### src/rtl/bp_be_mem_port_arb.sv
// bp_be_mem_port_arb: arbitrates core and PTW requests onto the memory pipe with replay, backoff, miss and flush handling
module bp_be_mem_port_arb #(
    parameter int pkt_width_p  = 128,
    parameter int max_replay_p = 3
) (
    input  logic                   clk_i,
    input  logic                   reset_i,
    input  logic                   flush_i,
    input  logic                   core_v_i,
    input  logic [pkt_width_p-1:0] core_pkt_i,
    output logic                   core_ready_and_o,
    input  logic                   ptw_v_i,
    input  logic [pkt_width_p-1:0] ptw_pkt_i,
    output logic                   ptw_ready_and_o,
    output logic                   mem_v_o,
    output logic [pkt_width_p-1:0] mem_pkt_o,
    output logic                   mem_src_o,
    input  logic                   busy_i,
    input  logic                   result_v_i,
    input  logic                   replay_i,
    input  logic                   miss_i,
    input  logic                   late_v_i,
    output logic                   ptw_resp_v_o
);
    localparam int cnt_w_lp = $clog2(max_replay_p + 1);

    typedef enum logic [2:0] {IDLE, ISSUE, WAIT, MISS, BACKOFF} state_e;

    state_e                 state_q, state_d;
    logic [cnt_w_lp-1:0]    cnt_q, cnt_d, cnt_inc;
    logic [pkt_width_p-1:0] pkt_q, pkt_d;
    logic                   src_q, src_d;
    logic                   grant, ptw_hs, core_hs, kill, at_max;

    always_comb begin
        grant            = (state_q == IDLE) & ~busy_i & ~reset_i;
        ptw_ready_and_o  = grant;
        core_ready_and_o = grant & ~ptw_v_i & ~flush_i;
        ptw_hs           = ptw_v_i & ptw_ready_and_o;
        core_hs          = core_v_i & core_ready_and_o;
        kill             = flush_i & ~src_q & (state_q != IDLE);
        cnt_inc          = (cnt_q == cnt_w_lp'(max_replay_p)) ? cnt_q : cnt_q + 1'b1;
        at_max           = cnt_inc == cnt_w_lp'(max_replay_p);
        state_d          = state_q;
        cnt_d            = cnt_q;
        pkt_d            = pkt_q;
        src_d            = src_q;
        mem_v_o          = 1'b0;
        ptw_resp_v_o     = 1'b0;
        unique case (state_q)
            IDLE: if (ptw_hs | core_hs) begin
                state_d = ISSUE;
                pkt_d   = ptw_hs ? ptw_pkt_i : core_pkt_i;
                src_d   = ptw_hs;
            end
            ISSUE: begin
                mem_v_o = ~reset_i;
                state_d = WAIT;
            end
            WAIT: if (result_v_i) begin
                if (replay_i) begin
                    state_d = at_max ? BACKOFF : ISSUE;
                    cnt_d   = at_max ? '0 : cnt_inc;
                end else if (miss_i) begin
                    state_d = MISS;
                end else begin
                    state_d      = IDLE;
                    cnt_d        = '0;
                    ptw_resp_v_o = src_q & ~reset_i;
                end
            end
            MISS: if (late_v_i) begin
                state_d      = IDLE;
                cnt_d        = '0;
                ptw_resp_v_o = src_q & ~reset_i;
            end
            BACKOFF: state_d = busy_i ? BACKOFF : ISSUE;
            default: state_d = IDLE;
        endcase
        if (kill) begin
            state_d = IDLE;
            cnt_d   = '0;
            mem_v_o = 1'b0;
        end
        mem_pkt_o = pkt_q;
        mem_src_o = src_q & ~reset_i;
    end

    always_ff @(posedge clk_i) begin
        pkt_q <= pkt_d;
        if (reset_i) begin
            state_q <= IDLE;
            cnt_q   <= '0;
            src_q   <= 1'b0;
        end else begin
            state_q <= state_d;
            cnt_q   <= cnt_d;
            src_q   <= src_d;
        end
    end
endmodule

### config.mk
export PLATFORM = sky130hd
export DESIGN_NAME = bp_be_mem_port_arb
export DESIGN_NICKNAME = d
export VERILOG_FILES = /design/src/rtl/bp_be_mem_port_arb.sv
export SDC_FILE = /design/constraint.sdc
export NUM_CORES = 1
export LEC_CHECK = 0
export ABC_CLOCK_PERIOD_IN_PS = 19800
export CAP_MARGIN = 20
export CELL_PAD_IN_SITES_DETAIL_PLACEMENT = 0
export CELL_PAD_IN_SITES_GLOBAL_PLACEMENT = 1
export CORE_ASPECT_RATIO = 0.9
export CORE_MARGIN = 10
export CORE_UTILIZATION = 31
export DETAILED_ROUTE_END_ITERATION = 12
export PLACE_DENSITY = 0.86
export SYNTH_ARGS = -nofsm -noshare
export SYNTH_HDL_FRONTEND = slang
export SYNTH_SLANG_ARGS = --single-unit
export TNS_END_PERCENT = 20
### constraint.sdc
create_clock -name clk_i -period 19.8 [get_ports clk_i]
set_clock_uncertainty 0.2 [all_clocks]
set_input_delay 1.98 -clock clk_i [delete_from_list [all_inputs] [get_ports clk_i]]
set_output_delay 1.98 -clock clk_i [all_outputs]
set_load 0.05 [all_outputs]
-- Word-level counts from Yosys, hierarchy flattened
Cells that the tools add are included.
W data, S select, Z words.
- bits of input ports: 266
- word-level logic and storage cells: 60
- register bits: 134
- output and inout bits: 133
- bitwise logic cells: 15
- reductions and logical operators: 7
- add/sub/neg operators: 1
- muxes and demuxes: 23
- eq/ne operators: 10
- operator list (cell ; number):
    $mux W128 ; 1
    $mux W3 ; 6
    $pmux W3 S5 ; 1
    $mux W2 ; 7
    $and A1 B1 Y1 ; 9
    $eq A3 B2 Y1 const B ; 2
    $mux W1 ; 6
    $not A1 Y1 ; 5
    $eq A2 B2 Y1 const B ; 2
    $ne A2 B2 Y1 const B ; 2
    $pmux W2 S2 ; 1
    $reduce_and A4 Y1 ; 1
    $eq A3 B1 Y1 const B ; 1
    $eq A3 B3 Y1 const B ; 1
    $logic_not A3 Y1 ; 1
    $ne A3 B3 Y1 const B ; 1
    $reduce_and A3 Y1 ; 1
    $reduce_bool A3 Y1 ; 1
    $add A2 B1 Y2 const B ; 1
    $ne A2 B1 Y1 const B ; 1
    $pmux W1 S2 ; 1
    $reduce_and A2 Y1 ; 1
    $reduce_bool A2 Y1 ; 1
    $reduce_or A2 Y1 ; 1
    $or A1 B1 Y1 ; 1

-- Depth between registers and ports, before layout
Gate-level depths: netlist (run 1).
- word-level depth: 9
- mapped depth: 8
- mapped depth without buffers: 5

-- Least setup slack after synthesis (run 1)
OpenSTA, ideal clock, no wires.
- path type: input -> register
- start point: in reset_i
- end point: reg pkt_q[0], in the netlist mem_pkt_o[0] (enable)
- path slack: 11.122 ns
- data required time: 18.982 ns
- data arrival time: 7.860 ns
- library setup time: 0.618 ns
- stages: 2
- buffers on the path: 0
- cells stage by stage: or4_4 -> nor2_1
- longest elaborated chain between the ends: 7
- elaborated cells between the ends (all ways): 8
- those cells by class: bitwise: 7; reduce/logical: 1
- RTL lines (what ; line ; source):
    start: declaration ; 7 ; input logic reset_i,
    $not A1 Y1 * ; 36 ; grant = (state_q == IDLE) & ~busy_i & ~reset_i;
    $and A1 B1 Y1 * ; 36 ;
    $and A1 B1 Y1 (2 in a row) ; 38 ; core_ready_and_o = grant & ~ptw_v_i & ~flush_i;
    $and A1 B1 Y1 ; 40 ; core_hs = core_v_i & core_ready_and_o;
    $or A1 B1 Y1 * ; 51 ; IDLE: if (ptw_hs | core_hs) begin
    $reduce_and A2 Y1 (no line) * ; -- ;
    end signal: assignment ; 90 ; pkt_q <= pkt_d;
    end: declaration ; 31 ; logic [pkt_width_p-1:0] pkt_q, pkt_d;
Mark *: on every way between the ends. The rest lies on a longest branch, timed or not.
A chain may end at the register's enable or synchronous reset.

-- Worst setup path after layout (run 1)
- start point: in reset_i
- end point: out core_ready_and_o
- longest elaborated chain between the ends: 4
- RTL lines (what ; line ; source):
    $not A1 Y1 ; 36 ;
    $and A1 B1 Y1 ; 36 ;
    $and A1 B1 Y1 (2 in a row) ; 38 ;
    end: declaration ; 11 ; output logic core_ready_and_o,
Every way passes these cells.

==> results of run 1 <==
-- critical path, cell delays in order --
cell	delay [ns]
clkdlybuf4s50_1	0.47
or4_4	0.58
nor3_1	0.23
clkdlybuf4s50_1	0.86
-- stage by stage --
| step | area (µm²) | cells |
|---|---|---|
| 2_1_floorplan | 6262 | 327 |
| 3_3_place_gp | 10450 | 968 |
| 3_5_place_dp | 10450 | 968 |
| 4_1_cts | 11030 | 1000 |
| 5_1_grt | 11030 | 1000 |
| 6_report | 11030 | 1000 |
-- area by class of cell --
type                       instances  area share
clock buffer                      18     0.03892
clock inverter                    14     0.01373
inverter                           2   0.0006808
multi-input combinational        176      0.1949
sequential                       134      0.3595
tap                              255     0.02893
timing repair buffer             401      0.3633
-- synthesized netlist by cell type, types with 2 or more instances --
library cell / count / area, µm²
a21oi_1: 3 / 15.01
buf_6: 14 / 157.7
dfxtp_1: 6 / 120.1
nand2_1: 5 / 18.77
nor3_1: 4 / 20.02
nor2_1: 7 / 26.28
nor2b_1: 3 / 18.77
nand2b_1: 6 / 37.54
edfxtp_1: 128 / 3844
o21ai_0: 4 / 20.02
nand3b_1: 2 / 15.01
mux2_2: 19 / 214.0
mux2_4: 109 / 1637
-- placed cells by master, fill, tap and decap left out, types with 4 or more instances in the layout --
master,netlist,layout
dfxtp_1,6,6
mux2_2,19,19
nor3_1,4,4
clkbuf_16,0,17
nor2_1,7,6
nand2b_1,6,6
mux2_4,109,109
o21ai_0,4,4
clkinv_4,0,4
edfxtp_1,128,128
clkdlybuf4s50_1,0,398
nand2_1,5,5
-- metal layers --
metal	GRT usage	vias to the layer above	wire, µm
li1	-	2080	-
met1	0.1645	2226	7845
met2	0.2956	246	11790
met3	0.06947	33	2334
met4	0.05971	0	521
met5	0	-	0
-- registers in the layout, summed over array words and instances (netlist names) --
signal,cells
cnt_q,2
src_q,1
state_q,3
mem_pkt_o,128
-- power groups by stage --
| stage | clock network, W | logic [W] | registers, W |
|---|---|---|---|
| 6_report | 0.000311 | 0.000166 | 0.000331 |
| 5_1_grt | 0.000333 | 0.000173 | 0.000332 |
| 4_1_cts | 0.000318 | 0.000167 | 0.000331 |
| 3_5_place_dp | 0 | 0.000167 | 0.000337 |
| 3_3_place_gp | 0 | 0.000164 | 0.000336 |
| 2_1_floorplan | 0 | 0.0000475 | 0.000376 |
-- worst paths after layout --
path                                    endpoint  slack [ns]  depth (start not counted)
worst max-delay path            core_ready_and_o       13.51                          4
worst min-delay path                    cnt_q[0]        0.27                          1
worst max register to register     mem_pkt_o[16]       16.44                          5
worst min register to register          cnt_q[0]        0.27                          1
-- logic make-up (layout without fill, tap and decap cells) --
group,count (synthesis),in the layout,share of synthesized area
mux,128,128,0.2955
compound gates,14,14,0.01459
flops,134,134,0.6330
simple gates,34,34,0.02977
buf+inv,17,435,0.02717
==> impl_metrics.ini, run 1 <==
[outcome]
status = completed

[timing]
drv_slew = 0
slew_headroom = 0.3320
max_freq_mhz = 158.9
worst_pin_slew_ns = 1.002
fin_ws_ns = 13.51
period_needed_ns = 6.294
hold_ws_ns = 0.2678
tns_ns = 0
finalSetupViolations = 0
fin_crit_sh = 0.3179
hold_viol_final = 0
rsz0062_at_grt = no

[synthesis]
synth_edf_count = 128
syn_avg_cell_area_um2 = 19.15
netlist_area_um2 = 6262
synth_cells = 327
synthFlopType = edfxtp_1
syn_nets = 593
ys_ff_latch = 134
synth_warnings = 0
synth_cell_type_count = 30
ys_seq_area_frac = 0.6330
async_flop_share = 0

[layout]
postLayoutCoreUtil = 0.5534
regArea_um2 = 3964
diodes = 0
syn2layout_area_growth_pct = 76.08
layout-drive-gt1-share = 0.2255
fillers = 1590
multi_input_area_um2 = 2150
nets = 998

[power_and_ir_drop]
power_leakage_nw = 4.284
p_per_area_nw_per_um2 = 73.20
vdd_drop_max_mv = 0.04374
internal_power_w = 0.0006060
combPwrFrac = 0.205
share_seq_of_total_power = 0.410
power.total_w = 0.0008071
switchingPower_w = 0.0002011
switching_share = 0.2491
clockPowerShare = 0.385

[global_routing]
grt_pass1_wl_um = 32320
grt_antenna_before_repair = 0
grt.overflow.total = 0
grt_max_degree = 77
track_usage = 0.1639
grt_pass1_vias = 5136

[worst_setup_path]
start_kind = input pin
regToRegStartpoint = state_q[1]
crit_start = reset_i
critical_path_class = input pin to primary output
worstPathArrival_ns = 4.11
worstSetupEndpointType = primary output
critPathRequiredTime_ns = 17.62
cp_max_fo = 5

[detailed_routing]
drc_errors = 0
first_iter_violations = 266
ant_nets = 0
firstDrtPassIters = 5
avgViaCountPerCell = 4.585
wl_per_cell_um = 22.50
totalWireLength_um = 22500
num_vias = 4585

[die]
die_area_um2 = 26290
ios = 399
design.core.area_um2 = 19930
die_h_um = 154.8
chipWidth_um = 169.8
initial_core_util = 0.3143
rows = 49

[min_path]
hold_path_class = flop to flop
hp-start = cnt_q[0]

[clock_network]
post_cts_resized = 0
cts_buffers = 17
clk_path_buf_depth = 2
clkLatencyLatePin_ns = 0.41
cts_setup_buffers = 0
cts_max_level = 4
path_clk_slew_ns = 0.05
hold_buffers = 0
cts_tree = done
clock-sinks = 134
root_buffer = clkbuf_16

[placed_design]
dpl.hpwl_um = 18230
port_buffers = 398
gp_congestion = 0.8600
dp_slack_ns = 13.51

[job]
maxCapViolCount = 0
Power figures use the tool's default switching activity.
==> inputs of run 2 (changes only) <==
--- a/config.mk
+++ b/config.mk
@@ -5,15 +5,15 @@
 export SDC_FILE = /design/constraint.sdc
 export NUM_CORES = 1
 export LEC_CHECK = 0
-export ABC_CLOCK_PERIOD_IN_PS = 19800
+export ABC_CLOCK_PERIOD_IN_PS = 6350
 export CAP_MARGIN = 20
 export CELL_PAD_IN_SITES_DETAIL_PLACEMENT = 0
 export CELL_PAD_IN_SITES_GLOBAL_PLACEMENT = 1
 export CORE_ASPECT_RATIO = 0.9
 export CORE_MARGIN = 10
-export CORE_UTILIZATION = 31
+export CORE_UTILIZATION = 29
 export DETAILED_ROUTE_END_ITERATION = 12
-export PLACE_DENSITY = 0.86
+export PLACE_DENSITY = 0.81
 export SYNTH_ARGS = -nofsm -noshare
 export SYNTH_HDL_FRONTEND = slang
 export SYNTH_SLANG_ARGS = --single-unit
==> constraint.sdc (replaced) <==
create_clock -name clk_i -period 6.35 [get_ports clk_i]
set_clock_uncertainty 0.2 [all_clocks]
set_input_delay 0.635 -clock clk_i [delete_from_list [all_inputs] [get_ports clk_i]]
set_output_delay 0.635 -clock clk_i [all_outputs]
set_load 0.05 [all_outputs]
==> run 2 against run 1 <==
Compared with the run above: setup slack got worse by 11 ns; sequential cell count unchanged; final area about the same; first-iteration DRC count decreased by 35%; sequential power increased to 3.1 times the previous value; critical path type unchanged; core utilization decreased by 2.9 points; critical path depth unchanged; sequential share of layout area about the same.
==> impl_metrics.ini, run 2 (synthesized netlist as in run 1, its figures left out) <==
[worst_setup_path]
critPathMaxStageDelay_ns = 0.84
worst_r2r_path_depth = 6
r2r_slack_ns = 3.03
cp.depth = 4
critPathTopFamily = buffers and inverters
timing.rr.end = mem_pkt_o[58]
critPathRequiredTime_ns = 5.51
critical_path_class = input pin to primary output
cp_common_cell = clkdlybuf4s50_1
regToRegStartpoint = state_q[1]
start_kind = input pin
path_cells = clkdlybuf4s50_1 -> or4_4 -> nor3_1 -> clkdlybuf4s50_1
worst-path-buf-inv = 2
slowest_stage = clkdlybuf4s50_1
worstSetupEndpointType = primary output
worstPathArrival_ns = 2.69
cp_max_fo = 5

[die]
ios = 399
rows = 50
initial_core_util = 0.2979
die_h_um = 159.4
chipWidth_um = 174.9
die_area_um2 = 27880
design.core.area_um2 = 21020

[clock_network]
path_clk_slew_ns = 0.06
clkLatencyLatePin_ns = 0.41
root_buffer = clkbuf_16
hold_buffers = 0
post_cts_resized = 0
clock-sinks = 134
cts_max_level = 4
cts_tree = done
clk_path_buf_depth = 2
cts_buffers = 17
cts_setup_buffers = 0

[layout]
most-common-layout-cells = 398 x clkdlybuf4s50_1, 128 x edfxtp_1, 109 x mux2_4
syn2layout_area_growth_pct = 76.04
final_common_cell = clkdlybuf4s50_1
layout-drive-gt1-share = 0.2234
nets = 998
largest_register_ff_count = 128
fillers = 1769

[min_path]
hp-start = cnt_q[0]
hold_depth = 1
hold-path-endpoint = cnt_q[0]
hold_path_class = flop to flop

[global_routing]
grt_pass1_wl_um = 31870
grt_max_degree = 89
top_usage_layer = met2
grt_antenna_before_repair = 1
grt.overflow.total = 0
grtUsageMet1 = 0.1405
met2_usage = 0.2797
grt_use_met3 = 0.08359
grt_pass1_vias = 5049
track_usage = 0.1515

[timing]
fin_crit_sh = 0.5547
tns_ns = 0
hold_viol_final = 0
finalSetupViolations = 0
rsz0062_at_grt = no
drv_slew = 0
slew_headroom = 0.3783
worst_pin_slew_ns = 0.9325
fin_ws_ns = 2.828
max_freq_mhz = 283.9
period_needed_ns = 3.522

[placed_design]
gp_congestion = 0.8241
port_buffers = 398
dp_slack_ns = 2.524
dpl.hpwl_um = 18100

[power_and_ir_drop]
power.total_w = 0.002452
vdd_drop_max_mv = 0.1265
p_per_area_nw_per_um2 = 222.4
power_leakage_nw = 4.262

[detailed_routing]
wl_per_cell_um = 21.41
drc_errors = 0
ant_nets = 0
totalWireLength_um = 22060
firstDrtPassIters = 4
num_vias = 4509
avgViaCountPerCell = 4.378
first_iter_violations = 174

[job]
maxCapViolCount = 0

[outcome]
status = completed
==> run 2: through the flow <==
step           instance area (µm²)  hold slack [ns]  utilization  instances
2_1_floorplan                 6265           0.2366            -        327
3_3_place_gp                 10490           0.2531       0.4988        999
3_5_place_dp                 10490           0.2604       0.4988        999
4_1_cts                      11020           0.2752       0.5243       1029
5_1_grt                      11020           0.3108       0.5245       1030
6_report                     11020           0.2679       0.5245       1030
==> run 2: how the worst max path moves through the flow <==
stage,start,slack (ns),endpoint
finish,reset_i,2.83,core_ready_and_o
global route,reset_i,2.79,core_ready_and_o
CTS,reset_i,2.83,core_ready_and_o
detailed placement,reset_i,2.52,mem_pkt_o[62]
global placement,reset_i,2.55,mem_pkt_o[69]
floorplan,reset_i,1.18,mem_pkt_o[0]
==> run 2: power breakdown <==
| group | leakage, nW | internal [W] | switching (W) |
|---|---|---|---|
| Sequential | 1.22 | 0.00102 | 0.0000111 |
| Clock | 0.258 | 0.000532 | 0.000374 |
| Combinational | 2.78 | 0.000289 | 0.000227 |
==> run 2: layer usage <==
metal,vias to the layer above,part of all wire
met5,-,0
met4,0,0.011
met3,17,0.12
met2,259,0.53
met1,2153,0.34
li1,2080,-
==> run 2: layout make-up <==
cell class | count | area, µm² | share of cell area
multi-input combinational | 176 | 2150 | 0.1950
timing repair buffer | 401 | 4006 | 0.3634
tap | 286 | 357.8 | 0.03246
antenna | 1 | 2.502 | 0.0002270
sequential | 134 | 3964 | 0.3596
clock buffer | 17 | 425.4 | 0.03859
inverter | 2 | 7.507 | 0.0006810
clock inverter | 13 | 111.4 | 0.01010
==> run 2: worst register-to-register path, cell delays in order (launching register included) <==
cell,delay (ns)
dfxtp_1,0.39
or2_4,0.28
or4_4,0.46
inv_2,0.15
nand2_8,0.45
buf_4,0.73
mux2_4,0.42
==> inputs of run 3 (changes only) <==
--- a/config.mk
+++ b/config.mk
@@ -5,7 +5,7 @@
 export SDC_FILE = /design/constraint.sdc
 export NUM_CORES = 1
 export LEC_CHECK = 0
-export ABC_CLOCK_PERIOD_IN_PS = 6350
+export ABC_CLOCK_PERIOD_IN_PS = 3400
 export CAP_MARGIN = 20
 export CELL_PAD_IN_SITES_DETAIL_PLACEMENT = 0
 export CELL_PAD_IN_SITES_GLOBAL_PLACEMENT = 1
==> constraint.sdc (replaced) <==
create_clock -name clk_i -period 3.4 [get_ports clk_i]
set_clock_uncertainty 0.2 [all_clocks]
set_input_delay 0.34 -clock clk_i [delete_from_list [all_inputs] [get_ports clk_i]]
set_output_delay 0.34 -clock clk_i [all_outputs]
set_load 0.05 [all_outputs]
==> run 3 against run 2 <==
Compared with the run above: final cell count about the same; setup slack got worse by 2.6 ns; final area increased by 1.2%; highest routed layer unchanged; register-to-register slack got worse by 2.2 ns; non-clock buffer count increased by 2; largest cell class unchanged; global-route usage increased by 0.43 points; power increased by 97%; via count decreased by 0.73%; sequential power increased by 86%; critical path depth unchanged.
==> impl_metrics.ini, run 3 (synthesized netlist as in run 1, its figures left out) <==
[outcome]
status = completed

[timing]
hold_viol_final = 0
fin_crit_sh = 0.9227
rsz0062_at_grt = no
worst_pin_slew_ns = 0.6269
tns_ns = 0
drv_slew = 0
period_needed_ns = 3.137
hold_ws_ns = 0.2643
slew_headroom = 0.5807
max_freq_mhz = 318.7
finalSetupViolations = 0

[placed_design]
port_buffers = 398
gp_congestion = 0.8497
dpl.hpwl_um = 18360

[clock_network]
clk_path_buf_depth = 2
cts_setup_buffers = 0
hold_buffers = 0
clkLatencyLatePin_ns = 0.41
root_buffer = clkbuf_16
post_cts_resized = 0
clock-sinks = 134
path_clk_slew_ns = 0.06
cts_max_level = 4
cts_tree = done
cts_buffers = 17

[die]
rows = 50
initial_core_util = 0.2979
die_area_um2 = 27880
design.core.area_um2 = 21020
chipWidth_um = 174.9
ios = 399
die_h_um = 159.4

[layout]
syn2layout_area_growth_pct = 78.20
layout-drive-gt1-share = 0.2255
most-common-layout-cells = 398 x clkdlybuf4s50_1, 128 x edfxtp_1, 109 x mux2_4
final_common_cell = clkdlybuf4s50_1
nets = 1000
diodes = 0
fillers = 1749
largest_register_ff_count = 128

[detailed_routing]
drc_errors = 0
first_iter_violations = 242
firstDrtPassIters = 4
num_vias = 4476
totalWireLength_um = 22610
ant_nets = 0
wl_per_cell_um = 21.93
avgViaCountPerCell = 4.341

[worst_setup_path]
critical_path_class = flop to primary output
worstSetupEndpointType = primary output
critPathRequiredTime_ns = 2.86
worstPathArrival_ns = 2.60
cp_max_fo = 9
start_kind = flop

[power_and_ir_drop]
power.total_w = 0.004827
p_per_area_nw_per_um2 = 432.5
power_leakage_nw = 4.323
vdd_drop_max_mv = 0.2426

[global_routing]
grt_pass1_wl_um = 32770
grt.overflow.total = 0
grt_antenna_before_repair = 0
track_usage = 0.1558
grt_max_degree = 69
grt_pass1_vias = 5009

[job]
maxCapViolCount = 0

[min_path]
hold_path_class = flop to flop
==> run 3: changes by cell type in the layout (fill, tap and decap cells not counted) <==
| cell | delta |
|---|---|
| buf_12 | +4 |
| buf_4 | -2 |
| bufinv_16 | +3 |
| clkinv_2 | -2 |
| clkinv_4 | +1 |
| clkinvlp_4 | -1 |
| diode_2 | -1 |
| inv_6 | -1 |
==> run 3: power breakdown <==
group / total (W) / leakage, nW / internal, W / switching (W)
registers: 0.00192 / 1.22 / 0.00190 / 0.0000210
clock network: 0.00193 / 0.292 / 0.00122 / 0.000716
logic: 0.000969 / 2.81 / 0.000543 / 0.000426
==> run 3: final timing paths <==
check / cells after the start / from / slack (ns) / endpoint
setup reg to reg: 6 / state_q[1] / 0.81 / mem_pkt_o[114]
hold reg to reg: 1 / cnt_q[0] / 0.26 / cnt_q[0]
setup / recovery: 4 / state_q[1] / 0.26 / core_ready_and_o
hold / removal: 1 / cnt_q[0] / 0.26 / cnt_q[0]
==> run 3: layout make-up <==
type / count / area (µm²) / area share
clock buffer: 17 / 425.4 / 0.03812
inverter: 2 / 7.507 / 0.0006727
clock inverter: 13 / 183.9 / 0.01648
timing repair buffer: 403 / 4071 / 0.3648
sequential: 134 / 3964 / 0.3552
multi-input combinational: 176 / 2150 / 0.1926
tap: 286 / 357.8 / 0.03207
==> run 3: worst max-delay path: stages (launching register included) <==
cell and delay [ns]:
dfxtp_1 0.39, or2_4 0.28, or4_4 0.46, nor3_1 0.19, clkdlybuf4s50_1 0.87
==> run 3: metrics by stage <==
| stage | std cells | utilization | instance area, µm² | setup slack [ns] |
|---|---|---|---|---|
| 2_1_floorplan | 327 | - | 6270 | -0.2192 |
| 3_3_place_gp | 1001 | 0.5019 | 10550 | 0.4888 |
| 3_5_place_dp | 1001 | 0.5019 | 10550 | 0.4098 |
| 4_1_cts | 1031 | 0.5309 | 11160 | 0.2458 |
| 5_1_grt | 1031 | 0.5309 | 11160 | 0.2120 |
| 6_report | 1031 | 0.5309 | 11160 | 0.2627 |
==> run 3: layer usage <==
metal / up-vias / global-route usage / wire (µm)
met1: 2115 / 0.1539 / 7913
met3: 15 / 0.08170 / 2562
met4: 0 / 0.04428 / 300
li1: 2081 / - / -
met2: 265 / 0.2776 / 11830
met5: - / 0 / 0
